===== config.mk =====
export PLATFORM = sky130hd
export DESIGN_NAME = bcd_updown_counter_n
export DESIGN_NICKNAME = d
export VERILOG_FILES = /design/src/rtl/counter_pkg.sv /design/src/rtl/bcd_digit.sv /design/src/rtl/bcd_updown_counter_n.sv
export SDC_FILE = /design/constraint.sdc
export NUM_CORES = 1
export LEC_CHECK = 0
export ABC_AREA = 1
export ABC_CLOCK_PERIOD_IN_PS = 4600
export CELL_PAD_IN_SITES_DETAIL_PLACEMENT = 1
export CELL_PAD_IN_SITES_GLOBAL_PLACEMENT = 1
export CORE_UTILIZATION = 36
export DETAILED_ROUTE_END_ITERATION = 8
export PLACE_DENSITY_LB_ADDON = 0.1
export SYNTH_ARGS = -nofsm -noshare
export SYNTH_HDL_FRONTEND = slang
export SYNTH_HIERARCHICAL = 1
export SYNTH_SLANG_ARGS = --single-unit

===== constraint.sdc =====
create_clock -name clk -period 4.6 [get_ports clk]
set_input_delay 0.46 -clock clk [delete_from_list [all_inputs] [get_ports clk]]
set_output_delay 0.46 -clock clk [all_outputs]
set_load 0.01 [all_outputs]

===== src/rtl/counter_pkg.sv =====
// Shared BCD constants and helpers for the multi-digit up/down counter.
package counter_pkg;

  localparam int unsigned BCD_WIDTH     = 4;
  localparam logic [3:0]  BCD_MAX_DIGIT = 4'd9;

  function automatic logic is_bcd_digit(input logic [BCD_WIDTH-1:0] d);
    return d <= BCD_MAX_DIGIT;
  endfunction

endpackage


===== src/rtl/bcd_digit.sv =====
// One BCD digit register: load (invalid digits load 0), else increment or decrement with 9<->0 rollover.
module bcd_digit
  import counter_pkg::*;
(
  input  logic                 clk,
  input  logic                 rst,
  input  logic                 inc,
  input  logic                 dec,
  input  logic                 load,
  input  logic [BCD_WIDTH-1:0] load_val,
  output logic [BCD_WIDTH-1:0] digit,
  output logic                 at_max,
  output logic                 at_min
);

  logic [BCD_WIDTH-1:0] digit_d, digit_q;

  always_comb begin
    // NOTE: default first so every path assigns digit_d and no latch is inferred.
    digit_d = digit_q;
    if (load) begin
      digit_d = is_bcd_digit(load_val) ? load_val : '0;
    end else if (inc) begin
      digit_d = (digit_q == BCD_MAX_DIGIT) ? '0 : digit_q + 4'd1;
    end else if (dec) begin
      digit_d = (digit_q == '0) ? BCD_MAX_DIGIT : digit_q - 4'd1;
    end
  end

  always_ff @(posedge clk) begin
    // NOTE: non-blocking assignment for state so all flops update from pre-edge values.
    if (rst) digit_q <= '0;
    else     digit_q <= digit_d;
  end

  assign digit  = digit_q;
  assign at_max = (digit_q == BCD_MAX_DIGIT);
  assign at_min = (digit_q == '0);

endmodule


===== src/rtl/bcd_updown_counter_n.sv =====
// Multi-digit BCD up/down counter with load, enable, terminal count and wrap/saturate boundaries.
module bcd_updown_counter_n
  import counter_pkg::*;
#(
  parameter int DIGITS   = 4,
  parameter int SATURATE = 0
) (
  input  logic                  clk,
  input  logic                  rst,
  input  logic                  en,
  input  logic                  load,
  input  logic                  up_down,
  input  logic [4*DIGITS-1:0]   data_in,
  output logic [4*DIGITS-1:0]   count,
  output logic                  tc,
  output logic                  wrap,
  output logic                  load_err
);

  localparam bit SAT = (SATURATE != 0);

  logic [DIGITS-1:0] at_max, at_min, inc, dec;
  logic [DIGITS:0]   lower_max, lower_min;
  logic              count_up, count_dn, all_max, all_min, hold_sat, any_invalid;
  logic              wrap_d, wrap_q, load_err_d, load_err_q;

  // Digit k may step only when every lower digit sits at its rollover value.
  always_comb begin
    lower_max[0] = 1'b1;
    lower_min[0] = 1'b1;
    for (int k = 0; k < DIGITS; k++) begin
      lower_max[k+1] = lower_max[k] & at_max[k];
      lower_min[k+1] = lower_min[k] & at_min[k];
    end
  end

  assign all_max  = lower_max[DIGITS];
  assign all_min  = lower_min[DIGITS];
  assign count_up = en & ~load & up_down;
  assign count_dn = en & ~load & ~up_down;
  assign hold_sat = SAT & ((count_up & all_max) | (count_dn & all_min));

  always_comb begin
    inc = '0;
    dec = '0;
    for (int k = 0; k < DIGITS; k++) begin
      inc[k] = count_up & ~hold_sat & lower_max[k];
      dec[k] = count_dn & ~hold_sat & lower_min[k];
    end
  end

  for (genvar g = 0; g < DIGITS; g++) begin : g_digit
    bcd_digit u_digit (
      .clk      (clk),
      .rst      (rst),
      .inc      (inc[g]),
      .dec      (dec[g]),
      .load     (load),
      .load_val (data_in[4*g +: 4]),
      .digit    (count[4*g +: 4]),
      .at_max   (at_max[g]),
      .at_min   (at_min[g])
    );
  end

  always_comb begin
    any_invalid = 1'b0;
    for (int k = 0; k < DIGITS; k++) begin
      any_invalid = any_invalid | ~is_bcd_digit(data_in[4*k +: 4]);
    end
    load_err_d = load & any_invalid;
    wrap_d     = ~SAT & ((count_up & all_max) | (count_dn & all_min));
  end

  always_ff @(posedge clk) begin
    if (rst) begin
      wrap_q     <= 1'b0;
      load_err_q <= 1'b0;
    end else begin
      wrap_q     <= wrap_d;
      load_err_q <= load_err_d;
    end
  end

  assign wrap     = wrap_q;
  assign load_err = load_err_q;
  assign tc       = en & ~load & ((up_down & all_max) | (~up_down & all_min));

endmodule


* Word-level counts from Yosys, hierarchy flattened *
Cells that the tools add are included.

operators by class
  add/sub/neg operators = 8
  multiply operators = 0
  div/mod/pow operators = 0
  $lt $le $gt $ge = 4
  equal/unequal tests = 4
  shift-type cells = 0
  muxes and demuxes = 24
  bitwise operators = 32
  reductions and logical operators = 8

operator list
  cell                                              count
  two-way mux 4 bit                                 24
  bitwise AND 1 bit                                 21
  adder 4 x 1 -> 4 bit, second input constant       4
  == test 4 bit, second input constant              4
  <= comparator 4 bit, second input constant        4
  zero test 4 bit                                   4
  subtractor 4 x 1 -> 4 bit, second input constant  4
  nonzero test 3 bit                                4
  NOT 1 bit                                         6
  bitwise OR 1 bit                                  5

word-level totals
  register bits = 18
  latch bits = 0
  bits in writable memories = 0
  memory bits (read-only) = 0
  input port bits = 21
  output and inout port bits = 19
  logic and storage cells = 86
  memories kept = 0

* Logic depth before layout (Yosys ltp) *
Gate-level depths: netlist of run 1.

  depth in word-level cells = 7
  depth in mapped cells = 11

* Hierarchy *
Netlist of run 1, hierarchy kept.

modules (own cells, without submodules)
  module                times used  cells each  area an instance (µm²)
  bcd_digit             4           70          386.6
  bcd_updown_counter_n  1           37          200.2

* Worst setup path after synthesis of run 1 *
OpenSTA, ideal clock, no wires.

  kind = flip-flop to flip-flop
  start = register g_digit[0].u_digit.digit_q[0]
  end = register g_digit[3].u_digit.digit_q[3]
  arrival time = 1.551 ns
  data required time = 4.534 ns
  slack = 2.983 ns
  stages on the path, launching flop included = 11
  cells stage by stage = dfxtp_1 > nand2_1 > nor2_2 > nand3_1 > nor2_1 > inv_1 > nor2_2 > nand2_1 > nand2_1 > nand2_1 > a21oi_2

on the way
  longest elaborated chain between the ends = 6
  elaborated cells on any way between the ends = 11

ends and longest elaborated chain
  what                               RTL line                    RTL
  start, declared                    bcd_digit.sv:16             logic [BCD_WIDTH-1:0] digit_d, digit_q;
  start signal, assigned             bcd_digit.sv:33             else digit_q <= digit_d;
  == test 4 bit *                    bcd_digit.sv:37             assign at_max = (digit_q == BCD_MAX_DIGIT);
  net at_max[0]                      bcd_updown_counter_n.sv:22  logic [DIGITS-1:0] at_max, at_min, inc, dec;
  bitwise AND 1 bit * (2 in series)  bcd_updown_counter_n.sv:32  lower_max[k+1] = lower_max[k] & at_max[k];
  bitwise AND 1 bit *                bcd_updown_counter_n.sv:47  inc[k] = count_up & ~hold_sat & lower_max[k];
  net inc[3]                         bcd_updown_counter_n.sv:22
  two-way mux 4 bit                  bcd_digit.sv:23             end else if (inc) begin
  two-way mux 4 bit                  bcd_digit.sv:21             if (load) begin
  end signal, assigned               bcd_digit.sv:33
  end, declared                      bcd_digit.sv:16

Mark *: on every way through the listed nets, which the timed path passes. The rest lies on a longest branch.
A chain may end at the register's enable or synchronous reset.

* Worst setup path after layout of run 1 *
  start = input load
  end = output tc

on the way
  longest elaborated chain between the ends = 3

ends and longest elaborated chain
  what                             RTL line                    RTL
  start, declared                  bcd_updown_counter_n.sv:11  input logic load,
  NOT 1 bit                        bcd_updown_counter_n.sv:87  assign tc = en & ~load & ((up_down & all_max) | (~up_down & all_min));
  bitwise AND 1 bit (2 in series)  bcd_updown_counter_n.sv:87
  end, declared                    bcd_updown_counter_n.sv:15  output logic tc,

No other way between the ends.

==> metrics.txt, run 1 <==
Hold Path Class register to register; final hold vios 0; vias per cell 5.12; Max H-tree Level 1; Initial Utilization 38.8%; Multi-input gate area 1180 sq um; unrepaired setup endpoints after global routing false; Yosys reg bits 18; first-pass GRT wire length 9770 um; Lkg Pwr 0.00105 uW; Synth Area in Simple Gates 53.0%; Ports 40; CORE AREA 4500 sq um; Ant. Diodes 0; Worst EP required 4.14 ns; gpl congestion 0.845; Worst Max-Slew Pin Slew 0.711 ns; CP Capture Type output port; vias in the first global route 2176; number of library cell types mapped by synthesis 17; die width 71.7 um; Die Ht 71.7 um; WL/cell 13.2 um; initial antenna violation count 0; Post-synth top cells nand2_1, inv_1, nand3_1; vias after detailed routing 2108; Synth Area in Adders 0%; clk sinks 18; synth warn 6; CTS Hold Bufs 0; Compound-Gate Fraction of Synth Area 14.5%; number of port buffers 39; clk buf depth 2; initial DRC count 56; Setup Skew 0.00577 ns; CTS Buf Count 3; IR drop worst, VDD 106 uV; Worst R2R Path Depth 11; area of the mapped netlist 1750 sq um; largest family of logic cells by synthesized area simple AND/OR/NAND/NOR gates; Hold Path Depth 2; Skew-Pair Late Insertion Delay 0.26 ns; max cap viols 0; clock-pin slew on the worst setup and hold paths 0.07 ns; PwrDens 212 nW/um^2; startpoint types input port; CTS tree built; antenna-violating nets left 0; most common flop cell mapped by yosys dfxtp_1; postcts setup bufs 0; Peak Freq 382 MHz; largest fanout on the critical path 25; Setup TNS 0 ns; Slew Limit Fails 0; top cell type by total area after synthesis nand2_1; period utilization 56.9%; GR Overflow Total 0; GRT Util Overall 23.3%; layout cells sized above 1 15.6%; largest net degree at the start of global routing 26; crit path DAT 2.16 ns; Syn Inst Count 317; XOR/XNOR Fraction of Synth Area 0%; final-layout fill cell count 647; relative slew slack 52.5%; DR DRC count 0; Final HPWL DP 4340 um; Mapped Nets 338; number of detailed-route iterations in the first pass 4; number of synthesized flops with an enable pin 0; post-synthesis sequential area ratio 20.6%; Post-Route WL 5430 um; most frequent cell after synthesis nand2_1; Rows 24; Post-Syn Area per Cell 5.51 sq um; Final #Nets 383; FF+latch area 360 sq um; share of flip-flops with an asynchronous set or reset 0%; final core utilization 50.0%; top cells by area, synth nand2_1, dfxtp_1, nand3_1, inv_1, nor2_1; Tmin final 2.62 ns; root buffer cell clkbuf_8; full die area 5130 sq um; cts repair resizes 0; Syn-to-layout area delta 28.9%; post-synth top area share 21.1%; mux share of post-synthesis cell area 0%; Setup-failing EPs final 0; outcome completed; crit path kind input port to output port
==> kinds of logic (layout without fill, tap and decap cells) <==
logic type / count (synthesis) / count (layout)
compound gates: 41 / 41
buf+inv: 55 / 98
flops: 18 / 18
simple gates: 203 / 203
==> final timing paths <==
kind                               startpoint                     endpoint  slack, ns
setup / recovery                         load                           tc       1.98
hold / removal    g_digit[0].u_digit/digit[1]  g_digit[0].u_digit/digit[1]       0.60
setup reg to reg  g_digit[0].u_digit/digit[2]  g_digit[3].u_digit/digit[3]       2.70
hold reg to reg   g_digit[0].u_digit/digit[1]  g_digit[0].u_digit/digit[1]       0.60
==> layer usage <==
metal / track usage [%] / wire length [um]
met1: 29.1 / 2520
met2: 41.6 / 2700
met3: 3.23 / 135
met4: 6.75 / 70
met5: 0 / 0
==> cell type report <==
class                           instances  share of cell area [%]
Clock buffer                            3                    1.83
Inverter                               55                    9.17
Multi-Input combinational cell        244                    52.4
Sequential cell                        18                    16.0
Tap cell                               52                    2.89
Timing Repair Buffer                   40                    17.7
==> placed cells by master, fill, tap and decap left out <==
cell	synthesis	layout
inv_2	14	14
nand3_2	5	5
a21oi_1	8	8
nor2_1	34	34
nand4_1	4	4
nand2_2	6	6
clkbuf_8	0	3
a21oi_2	9	9
a31oi_1	4	4
nand2_1	98	98
buf_4	0	1
inv_1	41	41
nor3_2	4	4
o211ai_1	4	4
dfxtp_1	18	18
nand3_1	38	38
o21ai_0	16	16
nor2_2	13	13
or2_2	1	1
clkdlybuf4s50_1	0	39
==> worst max-delay path, cell delays in order <==
cell and delay [ns]:
clkdlybuf4s50_1 0.39, buf_4 0.23, inv_2 0.10, nand2_1 0.06
nor2_2 0.19, nand2_2 0.10, nand2_1 0.09, clkdlybuf4s50_1 0.54
==> where the power goes <==
group	internal [uW]	total [uW]	switching, uW	leakage [uW]
sequential	166	186	20.1	0.000148
clock	58.5	120	61.4	0.0000216
combinational	74.2	172	97.9	0.000880
total	299	478	179	0.00105
==> registers in the layout (all words and copies together) (netlist names) <==
signal / flops
load_err: 1
wrap: 1
g_digit.u_digit/digit: 16
==> per-stage QoR <==
| stage | std cells | total power (uW) | setup slack [ns] | hold slack (ns) | area, sq um |
|---|---|---|---|---|---|
| after floorplan | 317 | 288 | 2.98 | 0.522 | 1750 |
| after global placement | 409 | 358 | 2.05 | 0.576 | 2210 |
| after detailed placement | 409 | 363 | 2.00 | 0.591 | 2210 |
| after CTS | 412 | 484 | 1.99 | 0.605 | 2250 |
| after global routing | 412 | 515 | 1.86 | 0.642 | 2250 |
| final | 412 | 478 | 1.98 | 0.604 | 2250 |
Power figures use the tool's default switching activity.
==> run 2, diff against run 1 <==
- ABC_CLOCK_PERIOD_IN_PS: 4600 -> 2400
- CORE_UTILIZATION: 36 -> 30
- clock period: 4.6 -> 2.4 ns (I/O delays scaled with it)
==> run 2 against run 1 <==
Effect of this change:
- critical path type is now register to output port
- combinational power is 92% higher
- first-iteration DRC count decreased by 16%
- die area increased by 19%
- global-route usage shrank 4.7 points
- clock power increased by 91%
- sequential power increased by 93%
- non-clock buffer count grew 2
- register-to-register slack lost 2.2 ns
- clock-buffer cell count unchanged
- design area grew 2.1%
- largest cell class unchanged
- critical endpoint unchanged
- power up 92%
==> metrics.txt, run 2 (synthesized netlist as in run 1, its figures left out) <==
leading cell type in the layout, fill and taps excluded nand2_1; cts repair resizes 0 (unchanged); most used cell, CP nand2_1; outcome completed; final-layout fill cell count 779 (+20%); Worst EP required 2.16 ns (-1.98 ns); gpl congestion 0.851 (+0.70%); GRT Util Overall 18.6% (-4.7 points); die width 78.3 um (+9.3%); routing usage on met3 2.09% (-1.1 points); root buffer cell clkbuf_8; clock-pin slew on the worst setup and hold paths 0.08 ns (about the same); CORE AREA 5570 sq um (+24%); period utilization 94.0%; CTS Hold Bufs 0 (unchanged); placed cell areas 2250 sq um (+1.8%); Ant. Diodes 0 (unchanged); final instance area 2300 sq um (+2.1%); number of port buffers 39 (unchanged); crit path kind register to output port; Peak Freq 443 MHz; Syn-to-layout area delta 31.6%; IR drop worst, VDD 256 uV (+140%); largest net degree at the start of global routing 25 (-3.8%); PwrDens 399 nW/um^2 (+88%); overall power 918 uW (+92%); Setup Skew 0.00528 ns (-0.000489 ns); final hold vios 0 (unchanged); CTS Buf Count 3 (unchanged); CP Capture Type output port; largest fanout on the critical path 7 (-72%); vias per cell 4.81 (-6.0%); net switching power 343 uW (+91%); Min Hold Slack 0.569 ns (-0.0351 ns); Pint 575 uW (+92%); Final #Nets 385 (+0.52%); number of detailed-route iterations in the first pass 2 (-2); Seq pwr share 39.1% (+0.2 points); vias in the first global route 2117 (-2.7%); max cap viols 0 (unchanged); Rows 27 (+13%); postcts setup bufs 0 (unchanged); full die area 6130 sq um (+19%); critical-path cell list inv_2, nand2_1, nor2_2, nand3_1, nor2_1, nand2_2, nand2_1, clkdlybuf4s50_1; initial DRC count 47 (-16%); crit path DAT 2.02 ns (-0.14 ns); Lkg Pwr 0.00106 uW (+1.2%); Switching Fraction 37.4% (-0.12 points); unrepaired setup endpoints after global routing false; GRT busiest layer met2; Skew-Pair Late Insertion Delay 0.26 ns (about the same); number of flip-flops in the largest register 16 (unchanged); Setup TNS 0 ns (unchanged); GRT met2 Usage 32.6% (-9.0 points); Post-Route WL 5310 um (-2.3%); Comb pwr share 36.0% (about the same); Die Ht 78.3 um (+9.3%); clock share of power 25.0% (about the same); Max H-tree Level 1 (unchanged); Worst Max-Slew Pin Slew 0.661 ns (-0.0498 ns); Setup-failing EPs final 0 (unchanged); DR DRC count 0 (unchanged); Ports 40 (unchanged); CTS tree built; first-pass GRT wire length 9300 um (-4.8%); antenna-violating nets left 0 (unchanged); slowest cell delay on critical path 0.53 ns (about the same); clk sinks 18 (unchanged); GR Overflow Total 0 (unchanged); Initial Utilization 31.3% (-7.4 points); initial antenna violation count 0 (unchanged); startpoint types register; layout cells sized above 1 16.6% (+1.0 points); highest-count cells in the layout ignoring fill and taps nand2_1, inv_1, clkdlybuf4s50_1; clk buf depth 2 (unchanged); slowest stage cell, crit path clkdlybuf4s50_1; met1 Usage GRT 24.6% (-4.5 points); vias after detailed routing 2087 (-1.0%); WL/cell 12.2 um (-7.3%); relative slew slack 55.8% (+3.3 points); Hold Path Class input port to register; Final HPWL DP 4340 um (about the same); Tmin final 2.26 ns; Slew Limit Fails 0 (unchanged)
## run 2: changes by cell type in the layout (fill, tap and decap cells not counted)
| cell | before | now |
|---|---|---|
| nor2_4 | 0 | 1 |
| nor2_2 | 13 | 12 |
| dfxtp_1 | 18 | 16 |
| buf_4 | 1 | 3 |
| dfxtp_2 | 0 | 2 |
## run 2: final timing paths
kind	from	end	slack, ns	cells after the start
hold / removal	data_in[4]	g_digit[1].u_digit/digit[0]	0.57	3
hold reg to reg	g_digit[1].u_digit/digit[2]	g_digit[1].u_digit/digit[2]	0.60	2
setup / recovery	g_digit[0].u_digit/digit[2]	tc	0.14	8
setup reg to reg	g_digit[0].u_digit/digit[2]	g_digit[3].u_digit/digit[1]	0.50	10
## run 2: worst max-delay path, delay by kind of cell (launching register included)
family	cells	cell delay, ns
buf+inv	2	0.66
simple gates	6	0.70
flops	1	0.39
## run 2: power groups by stage
stage	clock [uW]	combinational (uW)	sequential, uW
4_1_cts	233	334	358
3_5_place_dp	0	332	365
6_report	229	330	359
2_1_floorplan	0	189	363
5_1_grt	248	375	364
3_3_place_gp	0	329	364
## run 2: area by class of cell
| cell class | instances | area, sq um | share of cell area (%) |
|---|---|---|---|
| Multi-Input combinational cell | 244 | 1180 | 51.6 |
| Timing Repair Buffer | 42 | 413 | 18.0 |
| Sequential cell | 18 | 363 | 15.8 |
| Inverter | 55 | 206 | 8.98 |
| Tap cell | 72 | 90.1 | 3.92 |
| Clock buffer | 3 | 41.3 | 1.80 |
## run 2: metrics by stage
stage                     std cells  util [%]  setup slack, ns
after floorplan                 317         -            0.783
after global placement          431      40.4            0.419
after detailed placement        431      40.4            0.383
after CTS                       434      41.1           0.0811
final                           434      41.2            0.144
after global routing            434      41.2           0.0325
## run 2: per-layer routing
layer / vias to the layer above / wire length, um
met4: 0 / 31
li1: 1098 / -
met1: 965 / 2680
met3: 4 / 92
met5: - / 0
met2: 20 / 2500
